## src/rtl/imgproc_pkg.sv

```systemverilog
// imgproc_pkg: definitions shared by the image pipeline sequencer, its stage
// timer and the top-level BRAM port muxes that decode the stage code.
//   - stage_e            : 3-bit state / stage code driven on the stage port
//   - CNT_W              : width of the per-stage cycle counter
//   - GAP_CYCLES_DEF     : default idle gap between consecutive stages
//   - TIMEOUT_CYCLES_DEF : default per-stage watchdog limit
`timescale 1ns/1ps
package imgproc_pkg;

   localparam int CNT_W              = 24;
   localparam int GAP_CYCLES_DEF     = 2;
   localparam int TIMEOUT_CYCLES_DEF = 1000000;

   typedef enum logic [2:0] {
      ST_IDLE = 3'd0,
      ST_RX   = 3'd1,
      ST_PAD  = 3'd2,
      ST_CONV = 3'd3,
      ST_TX   = 3'd4,
      ST_GAP  = 3'd5,
      ST_DONE = 3'd6,
      ST_ERR  = 3'd7
   } stage_e;

   // True for the four states in which a stage engine is enabled.
   function automatic logic is_work_stage(input stage_e s);
      return (s == ST_RX) || (s == ST_PAD) || (s == ST_CONV) || (s == ST_TX);
   endfunction

   // Stage that follows s in the fixed RX->PAD->CONV->TX order.
   function automatic stage_e following_stage(input stage_e s);
      case (s)
         ST_RX:   return ST_PAD;
         ST_PAD:  return ST_CONV;
         ST_CONV: return ST_TX;
         default: return ST_DONE;
      endcase
   endfunction

endpackage

```

## src/rtl/image_pipeline_sequencer_stage_timer.sv

```systemverilog
// stage_timer: clearable up-counter with terminal-count flag, used as the
// per-stage watchdog of the image pipeline sequencer.
//   clk      in  : clock, rising edge
//   reset_n  in  : synchronous active-low reset
//   i_clr    in  : clear counter to zero (has priority over i_en)
//   i_en     in  : count this cycle
//   o_cnt    out : current count
//   o_tc     out : high while counting and the count equals TC
`timescale 1ns/1ps
module stage_timer
   import imgproc_pkg::*;
#(
   parameter int             W  = CNT_W,
   parameter logic [W-1:0]   TC = '1
) (
   input  logic         clk,
   input  logic         reset_n,
   input  logic         i_clr,
   input  logic         i_en,
   output logic [W-1:0] o_cnt,
   output logic         o_tc
);

   logic [W-1:0] r_cnt;

   always_ff @(posedge clk) begin
      if (!reset_n || i_clr) begin
         r_cnt <= '0;
      end else if (i_en) begin
         r_cnt <= r_cnt + 1'b1;
      end
   end

   assign o_cnt = r_cnt;
   assign o_tc  = i_en && (r_cnt == TC);

endmodule

```

## src/rtl/image_pipeline_sequencer.sv

```systemverilog
// image_pipeline_sequencer: runs the RX -> PAD -> CONV -> TX stage engines in
// order, one at a time, with an idle gap between stages and a per-stage
// watchdog.
//   clk                 in  : clock, rising edge
//   reset_n             in  : synchronous active-low reset
//   start               in  : one-cycle request to run the pipeline
//   skip_rx             in  : with start, begin at PAD (image already in BRAM)
//   abort               in  : level, return to IDLE
//   rx/pad/conv/tx_done in  : level completion flags from the stage engines
//   en_rx/pad/conv/tx   out : registered stage enables, at most one high
//   stage               out : state code (0 IDLE .. 7 ERR), drives BRAM muxes
//   busy                out : a stage or gap is in progress
//   done                out : one-cycle pulse after TX completes
//   error               out : sticky watchdog error
//   err_stage           out : stage code that timed out, 0 when no error
`timescale 1ns/1ps
module image_pipeline_sequencer
   import imgproc_pkg::*;
#(
   parameter int GAP_CYCLES     = GAP_CYCLES_DEF,
   parameter int TIMEOUT_CYCLES = TIMEOUT_CYCLES_DEF
) (
   input  logic       clk,
   input  logic       reset_n,
   input  logic       start,
   input  logic       skip_rx,
   input  logic       abort,
   input  logic       rx_done,
   input  logic       pad_done,
   input  logic       conv_done,
   input  logic       tx_done,
   output logic       en_rx,
   output logic       en_pad,
   output logic       en_conv,
   output logic       en_tx,
   output logic [2:0] stage,
   output logic       busy,
   output logic       done,
   output logic       error,
   output logic [2:0] err_stage
);

   localparam logic [CNT_W-1:0] TIMEOUT_LAST = CNT_W'(TIMEOUT_CYCLES - 1);
   // GAP_CYCLES of 0 or 1 both give a single gap cycle: the enable of the
   // finished stage always drops for at least one cycle.
   localparam logic [CNT_W-1:0] GAP_LAST =
      (GAP_CYCLES <= 1) ? '0 : CNT_W'(GAP_CYCLES - 1);

   stage_e           r_state;
   stage_e           w_state_nxt;
   stage_e           r_next_stage;
   stage_e           w_next_stage_nxt;
   logic [2:0]       r_err_stage;
   logic [2:0]       w_err_stage_nxt;
   logic [CNT_W-1:0] r_gap_cnt;
   logic [CNT_W-1:0] w_stage_cnt;
   logic             w_timeout;
   logic             w_stage_active;
   logic             w_done_sel;
   logic             r_en_rx;
   logic             r_en_pad;
   logic             r_en_conv;
   logic             r_en_tx;
   logic             r_busy;
   logic             r_done;
   logic             r_error;

   assign w_stage_active = is_work_stage(r_state);

   // Held clear outside the work stages, so the count is 0 on the first
   // enabled cycle of every stage.
   stage_timer #(
      .W  (CNT_W),
      .TC (TIMEOUT_LAST)
   ) u_stage_timer (
      .clk     (clk),
      .reset_n (reset_n),
      .i_clr   (!w_stage_active),
      .i_en    (w_stage_active),
      .o_cnt   (w_stage_cnt),
      .o_tc    (w_timeout)
   );

   always_ff @(posedge clk) begin
      if (!reset_n || (r_state != ST_GAP)) begin
         r_gap_cnt <= '0;
      end else begin
         r_gap_cnt <= r_gap_cnt + 1'b1;
      end
   end

   always_comb begin
      w_state_nxt      = r_state;
      w_next_stage_nxt = r_next_stage;
      w_err_stage_nxt  = r_err_stage;
      w_done_sel       = 1'b0;

      // Only the active stage's flag is looked at.
      case (r_state)
         ST_RX:   w_done_sel = rx_done;
         ST_PAD:  w_done_sel = pad_done;
         ST_CONV: w_done_sel = conv_done;
         ST_TX:   w_done_sel = tx_done;
         default: w_done_sel = 1'b0;
      endcase

      case (r_state)
         ST_IDLE, ST_ERR: begin
            if (start) begin
               w_state_nxt     = skip_rx ? ST_PAD : ST_RX;
               w_err_stage_nxt = '0;
            end
         end
         ST_RX, ST_PAD, ST_CONV, ST_TX: begin
            // A done flag left high from a previous run is not trusted on
            // the first enabled cycle; done beats a simultaneous timeout.
            if (w_done_sel && (w_stage_cnt != '0)) begin
               if (r_state == ST_TX) begin
                  w_state_nxt = ST_DONE;
               end else begin
                  w_state_nxt      = ST_GAP;
                  w_next_stage_nxt = following_stage(r_state);
               end
            end else if (w_timeout) begin
               w_state_nxt     = ST_ERR;
               w_err_stage_nxt = r_state;
            end
         end
         ST_GAP: begin
            if (r_gap_cnt == GAP_LAST) begin
               w_state_nxt = r_next_stage;
            end
         end
         ST_DONE: w_state_nxt = ST_IDLE;
         default: w_state_nxt = ST_IDLE;
      endcase

      if (abort) begin
         w_state_nxt      = ST_IDLE;
         w_next_stage_nxt = ST_RX;
         w_err_stage_nxt  = '0;
      end
   end

   always_ff @(posedge clk) begin
      if (!reset_n) begin
         r_state      <= ST_IDLE;
         r_next_stage <= ST_RX;
         r_err_stage  <= '0;
         r_en_rx      <= 1'b0;
         r_en_pad     <= 1'b0;
         r_en_conv    <= 1'b0;
         r_en_tx      <= 1'b0;
         r_busy       <= 1'b0;
         r_done       <= 1'b0;
         r_error      <= 1'b0;
      end else begin
         r_state      <= w_state_nxt;
         r_next_stage <= w_next_stage_nxt;
         r_err_stage  <= w_err_stage_nxt;
         r_en_rx      <= (w_state_nxt == ST_RX);
         r_en_pad     <= (w_state_nxt == ST_PAD);
         r_en_conv    <= (w_state_nxt == ST_CONV);
         r_en_tx      <= (w_state_nxt == ST_TX);
         r_busy       <= is_work_stage(w_state_nxt) || (w_state_nxt == ST_GAP);
         r_done       <= (w_state_nxt == ST_DONE);
         r_error      <= (w_state_nxt == ST_ERR);
      end
   end

   assign en_rx     = r_en_rx;
   assign en_pad    = r_en_pad;
   assign en_conv   = r_en_conv;
   assign en_tx     = r_en_tx;
   assign stage     = r_state;
   assign busy      = r_busy;
   assign done      = r_done;
   assign error     = r_error;
   assign err_stage = r_err_stage;

endmodule

```

## config.mk

```make
export PLATFORM = sky130hd
export DESIGN_NAME = image_pipeline_sequencer
export DESIGN_NICKNAME = d
export VERILOG_FILES = /design/src/rtl/imgproc_pkg.sv /design/src/rtl/image_pipeline_sequencer_stage_timer.sv /design/src/rtl/image_pipeline_sequencer.sv
export SDC_FILE = /design/constraint.sdc
export NUM_CORES = 1
export LEC_CHECK = 0
export ABC_AREA = 1
export CAP_MARGIN = 0
export CORE_MARGIN = 2
export CORE_UTILIZATION = 48
export CTS_BUF_LIST = sky130_fd_sc_hd__clkbuf_4 sky130_fd_sc_hd__clkbuf_8
export CTS_CLUSTER_SIZE = 16
export DETAILED_ROUTE_END_ITERATION = 8
export HOLD_SLACK_MARGIN = 0.1
export PLACE_DENSITY = 0.78
export SLEW_MARGIN = 25
export SYNTH_ARGS = -nofsm -noshare
export SYNTH_HDL_FRONTEND = slang
export SYNTH_SLANG_ARGS = --single-unit
export TNS_END_PERCENT = 30
```

## constraint.sdc

```tcl
create_clock -name clk -period 3.6 [get_ports clk]
set_input_delay 0.72 -clock clk [delete_from_list [all_inputs] [get_ports clk]]
set_output_delay 0.72 -clock clk [all_outputs]
set_load 0.02 [all_outputs]
```

-- Word level (Yosys, flattened, before mapping)
Index checks and enable logic that the tools add are counted.
- register bits after elaboration: 64
- bits in latches: 0
- memory bits (writable): 0
- bits in read-only memories: 0
- word-level logic and storage cells: 71
- memories: 0
- add/subtract/negate cells: 2
- $mul: 0
- divide/modulo/power cells: 0
- magnitude comparators: 0
- equal/unequal tests: 20
- shift-type cells: 0
- mux-type cells: 14
- bitwise operators: 2
- reductions and logical operators: 21
- operators by type and width (operator ; count):
    $add A24 B1 Y24 const B ; 2
    $eq A24 B1 Y1 const B ; 1
    $eq A24 B20 Y1 const B ; 1
    $eq A3 B3 Y1 const B ; 8
    $mux W3 ; 8
    $reduce_bool A24 Y1 ; 1
    $eq A3 B2 Y1 const B ; 4
    $pmux W3 S4 ; 1
    $logic_or A1 B1 Y1 ; 9
    $pmux W3 S3 ; 1
    $eq A3 B1 Y1 const B ; 2
    $pmux W3 S2 ; 1
    $mux W2 ; 2
    $ne A2 B2 Y1 const B ; 2
    $pmux W1 S4 ; 1
    $reduce_and A4 Y1 ; 1
    $reduce_or A2 Y1 ; 2
    $reduce_or A4 Y1 ; 1
    $logic_not A3 Y1 ; 1
    $ne A3 B3 Y1 const B ; 1
    $reduce_and A3 Y1 ; 1
    $logic_and A1 B1 Y1 ; 2
    $logic_not A1 Y1 ; 2
    $ne A2 B1 Y1 const B ; 1
    other kinds (2) ; 3

-- Depth between registers and ports, before layout
Gate-level depths: netlist (run 1).
- depth in word-level cells: 14
- gate-level depth with buffers: 16
- depth with buffers taken out: 16

-- By module
A second synthesis (run 1) with hierarchy kept.
- cell total of the unflattened synthesis: 531
- area, all modules: 3508.4 sq um
- by module, submodules not included (module ; instances ; cells each ; area each (sq um) ; seq. area each (sq um)):
    image_pipeline_sequencer ; 1 ; 325 ; 2188.3 ; 800.8
    stage_timer ; 1 ; 206 ; 1320.0 ; 480.5

-- Worst setup path after synthesis (run 1)
No wires, ideal clock.
- path kind: register to register
- start: register r_gap_cnt[0]
- end: register r_gap_cnt[20]
- library setup time: 0.115 ns
- arrival time: 1.540 ns
- setup slack: 1.945 ns
- cell stages (with the launch flop): 12
- path buffers: 0
- clock period less this slack: 1.655 ns
- cells stage by stage: dfxtp_1 ha_1 nand2_1 nor2_2 nand2_1 nor2_1 inv_1 nor2_2 nand3_1 nor3_1 a21oi_1 o21a_1
- longest elaborated chain between the ends: 1
- ends and longest elaborated chain (item ; RTL line ; source):
    start: declaration ; image_pipeline_sequencer.sv:55 ; logic [CNT_W-1:0] r_gap_cnt;
    start signal: assignment ; image_pipeline_sequencer.sv:88 ; r_gap_cnt <= r_gap_cnt + 1'b1;
    $add A24 B1 Y24 ; image_pipeline_sequencer.sv:88 ;
Every way passes these cells.
A chain may end at the register's enable or synchronous reset.

-- Worst setup path after layout (run 1)
- start: register r_state[0], in the netlist stage[0]
- end: output port stage[0]
- RTL lines (item ; RTL line ; source):
    start: declaration ; image_pipeline_sequencer.sv:49 ; stage_e r_state;
    start signal: assignment ; image_pipeline_sequencer.sv:158 ; r_state <= w_state_nxt;
    end: declaration ; image_pipeline_sequencer.sv:36 ; output logic [2:0] stage,
No word-level cell between the ends.

==> impl_summary.txt, run 1 <==
----------------------------------------------------
[Run status]
  Outcome ... complete, no violations

[Clock tree]
  Post-CTS resize count ... 0
  CTS H-tree depth ... 3
  Cts-stage hold buffer count ... 0
  TritonCTS clock tree ... done
  Clock slew seen by the registers of the worst setup and hold paths ... 0.07 ns
  CTS Root Buffer Type ... sky130_fd_sc_hd__clkbuf_8
  Count of clock tree sinks ... 64
  Num CTS Buffers ... 9
  Clock latency at the later pin of the worst-skew pair ... 0.34 ns
  Longest Clk Path Bufs ... 2
  Post-CTS Repair Setup Buffers ... 0

[STA]
  Hold Worst Slack ... 0.476 ns
  Final worst path period need ... 2.35 ns
  Setup repair after global routing missed its margin ... false
  Maximum achievable frequency ... 426 MHz
  Clock Skews ... 0.0136 ns
  Final worst path period share ... 0.652
  Worst relative slew slack ... 0.626
  Final-report max-slew violation count ... 0
  Final Setup Violations ... 0
  Hold Violations, Final ... 0
  Final sum of negative setup slack ... 0 ns
  Worst Tran Pin Value ... 0.560 ns

[Setup path]
  CP Launch Point ... stage[0]
  Reg-to-Reg End ... r_gap_cnt[5]
  Maximum net fanout on the critical path ... 10
  Worst Setup Start Kind ... flip-flop
  Bufs and invs on worst path ... 1
  Setup crit end ... stage[0]
  Req. time, crit path ... 2.88 ns
  R2r startpoint ... stage[0]
  Critical Path, Cell by Cell ... clkdlybuf4s50_1
  Cell with the largest stage delay on the worst path ... sky130_fd_sc_hd__clkdlybuf4s50_1
  Slowest Stage Delay on Critical Path ... 0.69 ns
  Type of element capturing the critical path ... primary output
  Arrival time reported for the critical path endpoint ... 1.63 ns
  Internal reg-to-reg setup slack ... 1.37 ns
  Number of stages on the worst setup path ... 1
  CP Class ... reg -> out
  Register-to-Register Path Depth ... 6
  Cell family with most CP delay ... buffers and inverters

[Global routing]
  Wire length of the first global-routing pass ... 11700 um
  Antenna violations before repair ... 0
  Gr usage total ... 0.194
  Number of global-route vias before repair ... 2767
  Maximum number of pins on one net before global-route repair ... 16
  GR Overflow Total ... 0

[Worst hold path]
  Type of the most critical hold path ... reg -> reg

[Yosys]
  Mux contribution to synthesized area ... 0
  Largest area contributor in the synthesized netlist ... sky130_fd_sc_hd__dfxtp_1
  Synthesized-area fraction occupied by adder cells ... 0.0154
  Compound-cell area share of the yosys netlist ... 0.112
  Most common cell in the netlist ... sky130_fd_sc_hd__nand2_1
  Share of the yosys chip area belonging to registers ... 0.395
  Register bit count reported by yosys ... 64
  Post-synthesis instance total ... 473
  Number of different library cells in the post-synthesis netlist ... 39
  Netlist Area Pre-Place ... 3240 um2
  Commonest register cell after synthesis ... sky130_fd_sc_hd__dfxtp_1
  Portion of synthesized cell area occupied by the leading cell type ... 0.395
  Count of yosys warnings during synthesis ... 0
  Dominant combinational cell family by area after synthesis ... simple AND/OR/NAND/NOR gates
  Area fraction in and, or, nand and nor cells after synthesis ... 0.368
  XOR/XNOR share of the synthesized area ... 0.0216
  Synth top cells by count ... 93 x sky130_fd_sc_hd__nand2_1, 76 x sky130_fd_sc_hd__nor2_1, 64 x sky130_fd_sc_hd__dfxtp_1, 62 x sky130_fd_sc_hd__inv_1, 29 x sky130_fd_sc_hd__a21oi_1
  Post-synth net total ... 486
  Ranking of synthesized cells by area ... sky130_fd_sc_hd__dfxtp_1 40%, sky130_fd_sc_hd__nand2_1 11%, sky130_fd_sc_hd__nor2_1 8.8%, sky130_fd_sc_hd__inv_1 7.2%, sky130_fd_sc_hd__a21oi_1 4.5%
  Synth async-reset ratio ... 0
  Number of enable flip-flop cells after synthesis ... 0
  Mean cell area of the mapped netlist ... 6.86 um2

[Route]
  Metal2 WL ... 3290 um
  Remaining design rule violation count ... 0
  DRT Pass-1 Iters ... 6
  Antenna viol nets, final ... 0
  Routed len/inst ... 11.6 um
  Metal-1 WL ... 3100 um
  Highest Signal Layer ... met4
  Post-DR vias/cell ... 5.11
  Met3 routed WL ... 273 um
  Wire length reported by the detailed router ... 6750 um
  Count of routing violations after the opening detailed-route iteration ... 154
  Vias ... 2983

[Place]
  Placed standard-cell area ... 3530 um2
  HPWL after DPL ... 5110 um
  GP Congestion ... 0.997
  IO buf count ... 21
  # placed instances ... 568

[Layout]
  Layout cell share with drive strength beyond 1 ... 0.103
  Post-layout instance area ... 3740 um2
  Final cell count without fillers ... 584
  Count of filler cells inserted in the layout ... 576
  Count of inserted antenna diode cells ... 0
  Syn-to-layout area delta ... 15.2%
  Number of nets in the final layout ... 515

[Power]
  Total chip power ... 1.42 mW
  PD cells ... 381 nW/um2
  Static leakage ... 1.38 nW
  Largest vdd supply drop ... 0.000188 V

[Floorplanning]
  I/O pin count ... 22
  # rows ... 29
  Width of the die ... 86.2 um
  Die Height ... 86.2 um
  Starting utilization of the core area ... 0.502
  Core ar. ... 6460 um2
  Full die area ... 7430 um2

[Run]
  Maxcap violations ... 0

----------------------------------------------------
cell type report:
class	instances	area [um2]	area share
timing repair buffer	21	210	0.0563
tap	77	96.3	0.0258
inverter	71	267	0.0713
multi-input combinational	335	1680	0.448
clock inverter	3	40.0	0.0107
sequential	64	1280	0.343
clock buffer	13	166	0.0445
placed cells by master (no fill, tap or decap), types with 2 or more instances in the layout:
cell type,count
sky130_fd_sc_hd__inv_2,8
sky130_fd_sc_hd__nor2_2,8
sky130_fd_sc_hd__nor2_1,76
sky130_fd_sc_hd__clkbuf_8,11
sky130_fd_sc_hd__nand3_1,24
sky130_fd_sc_hd__nand2_1,93
sky130_fd_sc_hd__o21ai_0,17
sky130_fd_sc_hd__dfxtp_1,64
sky130_fd_sc_hd__nor3_2,2
sky130_fd_sc_hd__a21oi_1,29
sky130_fd_sc_hd__or2_2,2
sky130_fd_sc_hd__ha_1,4
sky130_fd_sc_hd__or2_0,2
sky130_fd_sc_hd__nand3b_1,4
sky130_fd_sc_hd__xor2_1,7
sky130_fd_sc_hd__a31oi_1,3
sky130_fd_sc_hd__o21ai_1,2
sky130_fd_sc_hd__inv_1,62
sky130_fd_sc_hd__nor3_1,18
sky130_fd_sc_hd__clkbuf_4,2
sky130_fd_sc_hd__nand3_2,3
sky130_fd_sc_hd__clkdlybuf4s50_1,21
sky130_fd_sc_hd__nand2_2,7
sky130_fd_sc_hd__nor4_1,4
sky130_fd_sc_hd__o21a_1,6
sky130_fd_sc_hd__nor3b_1,2
sky130_fd_sc_hd__nand4_1,10
sky130_fd_sc_hd__clkinv_2,2
sky130_fd_sc_hd__nor2_4,2
how the worst min path moves through the flow:
stage,from,endpoint,slack [ns],cells after the start
2_1_floorplan,u_stage_timer.o_cnt[0],u_stage_timer.o_cnt[0],0.43,1
3_3_place_gp,u_stage_timer.o_cnt[0],u_stage_timer.o_cnt[0],0.44,1
3_5_place_dp,u_stage_timer.o_cnt[0],u_stage_timer.o_cnt[0],0.45,1
4_1_cts,r_gap_cnt[0],r_gap_cnt[0],0.48,1
5_1_grt,r_gap_cnt[0],r_gap_cnt[0],0.52,1
6_report,u_stage_timer.o_cnt[0],u_stage_timer.o_cnt[0],0.48,1
stage by stage:
step	utilization	setup slack, ns
finish	0.578	1.25
global route	0.578	1.17
CTS	0.578	1.26
detailed placement	0.546	1.31
global placement	0.546	1.35
floorplan	-	1.95
layer usage:
metal,global-route usage,up-vias
met3,0.0524,8
met1,0.235,1338
li1,-,1575
met4,0.0781,0
met5,0,-
met2,0.327,62
flip-flops by register name, summed over array words and instances, names as in the netlist:
name / flops
busy: 1
done: 1
en_conv: 1
en_pad: 1
en_rx: 1
en_tx: 1
err_stage: 3
error: 1
r_gap_cnt: 24
r_next_stage: 3
stage: 3
u_stage_timer.o_cnt: 24
where the power goes:
part	switching, mW	total [mW]	internal, mW
Clock	0.263	0.634	0.371
Combinational	0.0423	0.0717	0.0295
Sequential	0.00529	0.719	0.714
Total	0.310	1.42	1.11
cells by family after synthesis:
kind of cell	count (synthesis)
and+or+nand+nor	259
adders and majority gates	4
buffers and inverters	74
AOI/OAI and AO/OA	64
xor gates and xnor gates	8
DFF	64
No activity file was read; power rests on OpenSTA's default activity.
==> inputs of run 2 (changes only) <==
==> constraint.sdc (replaced) <==
create_clock -name clk -period 2.3 [get_ports clk]
set_input_delay 0.46 -clock clk [delete_from_list [all_inputs] [get_ports clk]]
set_output_delay 0.46 -clock clk [all_outputs]
set_load 0.02 [all_outputs]
==> run 2 against run 1 <==
  * Clock skew fell by 0.0049 ns
  * Global-route usage is 1.5 points higher
  * Largest cell class unchanged
  * Die area is the same
  * Critical path depth did not move
  * Non-clock buffer count increased by 4
  * Via count is 2.0% higher
  * First-iteration DRC count up 13%
  * Highest routed layer unchanged
  * Combinational power rose by 66%
  * Clock power increased by 59%
==> impl_summary.txt, run 2 (synthesis gave the netlist of run 1 again) <==
----------------------------------------------------
[Run status]
  Outcome ... complete, no violations

[Setup path]
  Maximum net fanout on the critical path ... 8
  Slowest Stage Delay on Critical Path ... 0.68 ns
  Arrival time reported for the critical path endpoint ... 1.54 ns
  Req. time, crit path ... 1.84 ns
  Critical Path, Cell by Cell ... clkdlybuf4s50_1
  Internal reg-to-reg setup slack ... 0.37 ns
  Worst Setup Start Kind ... flip-flop
  Type of element capturing the critical path ... primary output
  Cell with the largest stage delay on the worst path ... sky130_fd_sc_hd__clkdlybuf4s50_1
  Cell family with most CP delay ... buffers and inverters
  CP Class ... reg -> out
  Bufs and invs on worst path ... 1

[Clock tree]
  TritonCTS clock tree ... done
  Longest Clk Path Bufs ... 2
  CTS Root Buffer Type ... sky130_fd_sc_hd__clkbuf_8
  Count of clock tree sinks ... 64
  Clock latency at the later pin of the worst-skew pair ... 0.34 ns
  Post-CTS Repair Setup Buffers ... 0
  CTS H-tree depth ... 3
  Clock slew seen by the registers of the worst setup and hold paths ... 0.07 ns
  Num CTS Buffers ... 9
  Post-CTS resize count ... 0
  Cts-stage hold buffer count ... 0

[Floorplanning]
  # rows ... 29
  I/O pin count ... 22
  Starting utilization of the core area ... 0.502
  Width of the die ... 86.2 um
  Die Height ... 86.2 um
  Core ar. ... 6460 um2
  Full die area ... 7430 um2

[Run]
  Maxcap violations ... 0

[Route]
  Vias ... 3042
  Wire length reported by the detailed router ... 7160 um
  Count of routing violations after the opening detailed-route iteration ... 174
  Highest Signal Layer ... met4
  DRT Pass-1 Iters ... 4
  Met3 routed WL ... 271 um
  Routed len/inst ... 12.2 um
  Metal-1 WL ... 3260 um
  Antenna viol nets, final ... 0
  Metal2 WL ... 3470 um
  Remaining design rule violation count ... 0
  Post-DR vias/cell ... 5.17

[Global routing]
  Wire length of the first global-routing pass ... 12600 um
  Gr usage total ... 0.209
  GR Overflow Total ... 0
  Number of global-route vias before repair ... 3009
  Maximum number of pins on one net before global-route repair ... 16
  Antenna violations before repair ... 0

[Layout]
  Area used by multi-input combinational logic ... 1680 um2
  Most frequent cells in the layout ... 93 x sky130_fd_sc_hd__nand2_1, 76 x sky130_fd_sc_hd__nor2_1, 64 x sky130_fd_sc_hd__dfxtp_1
  Number of nets in the final layout ... 519
  Final cell count without fillers ... 588
  Count of filler cells inserted in the layout ... 640
  Leading cell type in the layout, fill and taps excluded ... sky130_fd_sc_hd__nand2_1
  Count of inserted antenna diode cells ... 0
  Post-layout instance area ... 3770 um2
  Sequential standard cell area ... 1280 um2
  Syn-to-layout area delta ... 16.1%
  Layout cell share with drive strength beyond 1 ... 0.110

[STA]
  Maximum achievable frequency ... 499 MHz
  Setup repair after global routing missed its margin ... false
  Final worst path period share ... 0.871
  Final Setup Violations ... 0
  Worst relative slew slack ... 0.714
  Hold Violations, Final ... 0
  Final sum of negative setup slack ... 0 ns
  Clock Skews ... 0.00868 ns
  Final-report max-slew violation count ... 0
  Worst Tran Pin Value ... 0.425 ns
  Final worst path period need ... 2.00 ns

[Place]
  Placed standard-cell area ... 3560 um2
  # placed instances ... 572
  IO buf count ... 21
  GP Congestion ... 0.876
  HPWL after DPL ... 5410 um

[Power]
  PD cells ... 598 nW/um2
  Largest vdd supply drop ... 0.000306 V
  Static leakage ... 1.40 nW

[Worst hold path]
  Type of the most critical hold path ... reg -> reg

----------------------------------------------------
run 2: path summary, 6_finish.rpt:
check,startpoint,to,depth (start not counted)
worst max-delay path,stage[0],stage[0],1
worst max register to register,u_stage_timer.o_cnt[0],u_stage_timer.o_cnt[20],10
worst min-delay path,u_stage_timer.o_cnt[0],u_stage_timer.o_cnt[0],1
worst min register to register,u_stage_timer.o_cnt[0],u_stage_timer.o_cnt[0],1
run 2: layout make-up:
| cell class | count | share of cell area |
|---|---|---|
| Tap cell | 77 | 0.0256 |
| Clock buffer | 13 | 0.0442 |
| Sequential cell | 64 | 0.340 |
| Timing Repair Buffer | 25 | 0.0638 |
| Multi-Input combinational cell | 335 | 0.445 |
| Inverter | 71 | 0.0708 |
| Clock inverter | 3 | 0.0106 |
run 2: worst reg2reg max path, cell delays in order, from the launching register on:
cell,delay (ns)
sky130_fd_sc_hd__dfxtp_1,0.37
sky130_fd_sc_hd__ha_1,0.20
sky130_fd_sc_hd__nand3_1,0.16
sky130_fd_sc_hd__nor2_1,0.18
sky130_fd_sc_hd__nand2_1,0.10
sky130_fd_sc_hd__nor2_2,0.16
sky130_fd_sc_hd__nand3_1,0.14
sky130_fd_sc_hd__nor3_1,0.23
sky130_fd_sc_hd__nand2_1,0.11
sky130_fd_sc_hd__o21ai_1,0.14
sky130_fd_sc_hd__a21oi_1,0.05
run 2: power breakdown:
group	internal [mW]	switching [mW]	total [mW]
Sequential	1.12	0.00781	1.12
Clock	0.581	0.427	1.01
Combinational	0.0496	0.0694	0.119
Total	1.75	0.504	2.25
run 2: routing by layer:
layer / GRT usage / vias to the layer above
li1: - / 1580
met1: 0.239 / 1384
met2: 0.376 / 62
met3: 0.0590 / 16
met4: 0.0710 / 0
met5: 0 / -
run 2: per-stage QoR:
step | utilization | hold WS, ns | setup WS [ns] | total power, mW
finish | 0.583 | 0.466 | 0.297 | 2.25
detailed placement | 0.551 | 0.456 | 0.307 | 1.27
global route | 0.583 | 0.495 | 0.115 | 2.34
CTS | 0.583 | 0.472 | 0.277 | 2.26
global placement | 0.551 | 0.440 | 0.403 | 1.26
floorplan | - | 0.430 | 0.645 | 1.22
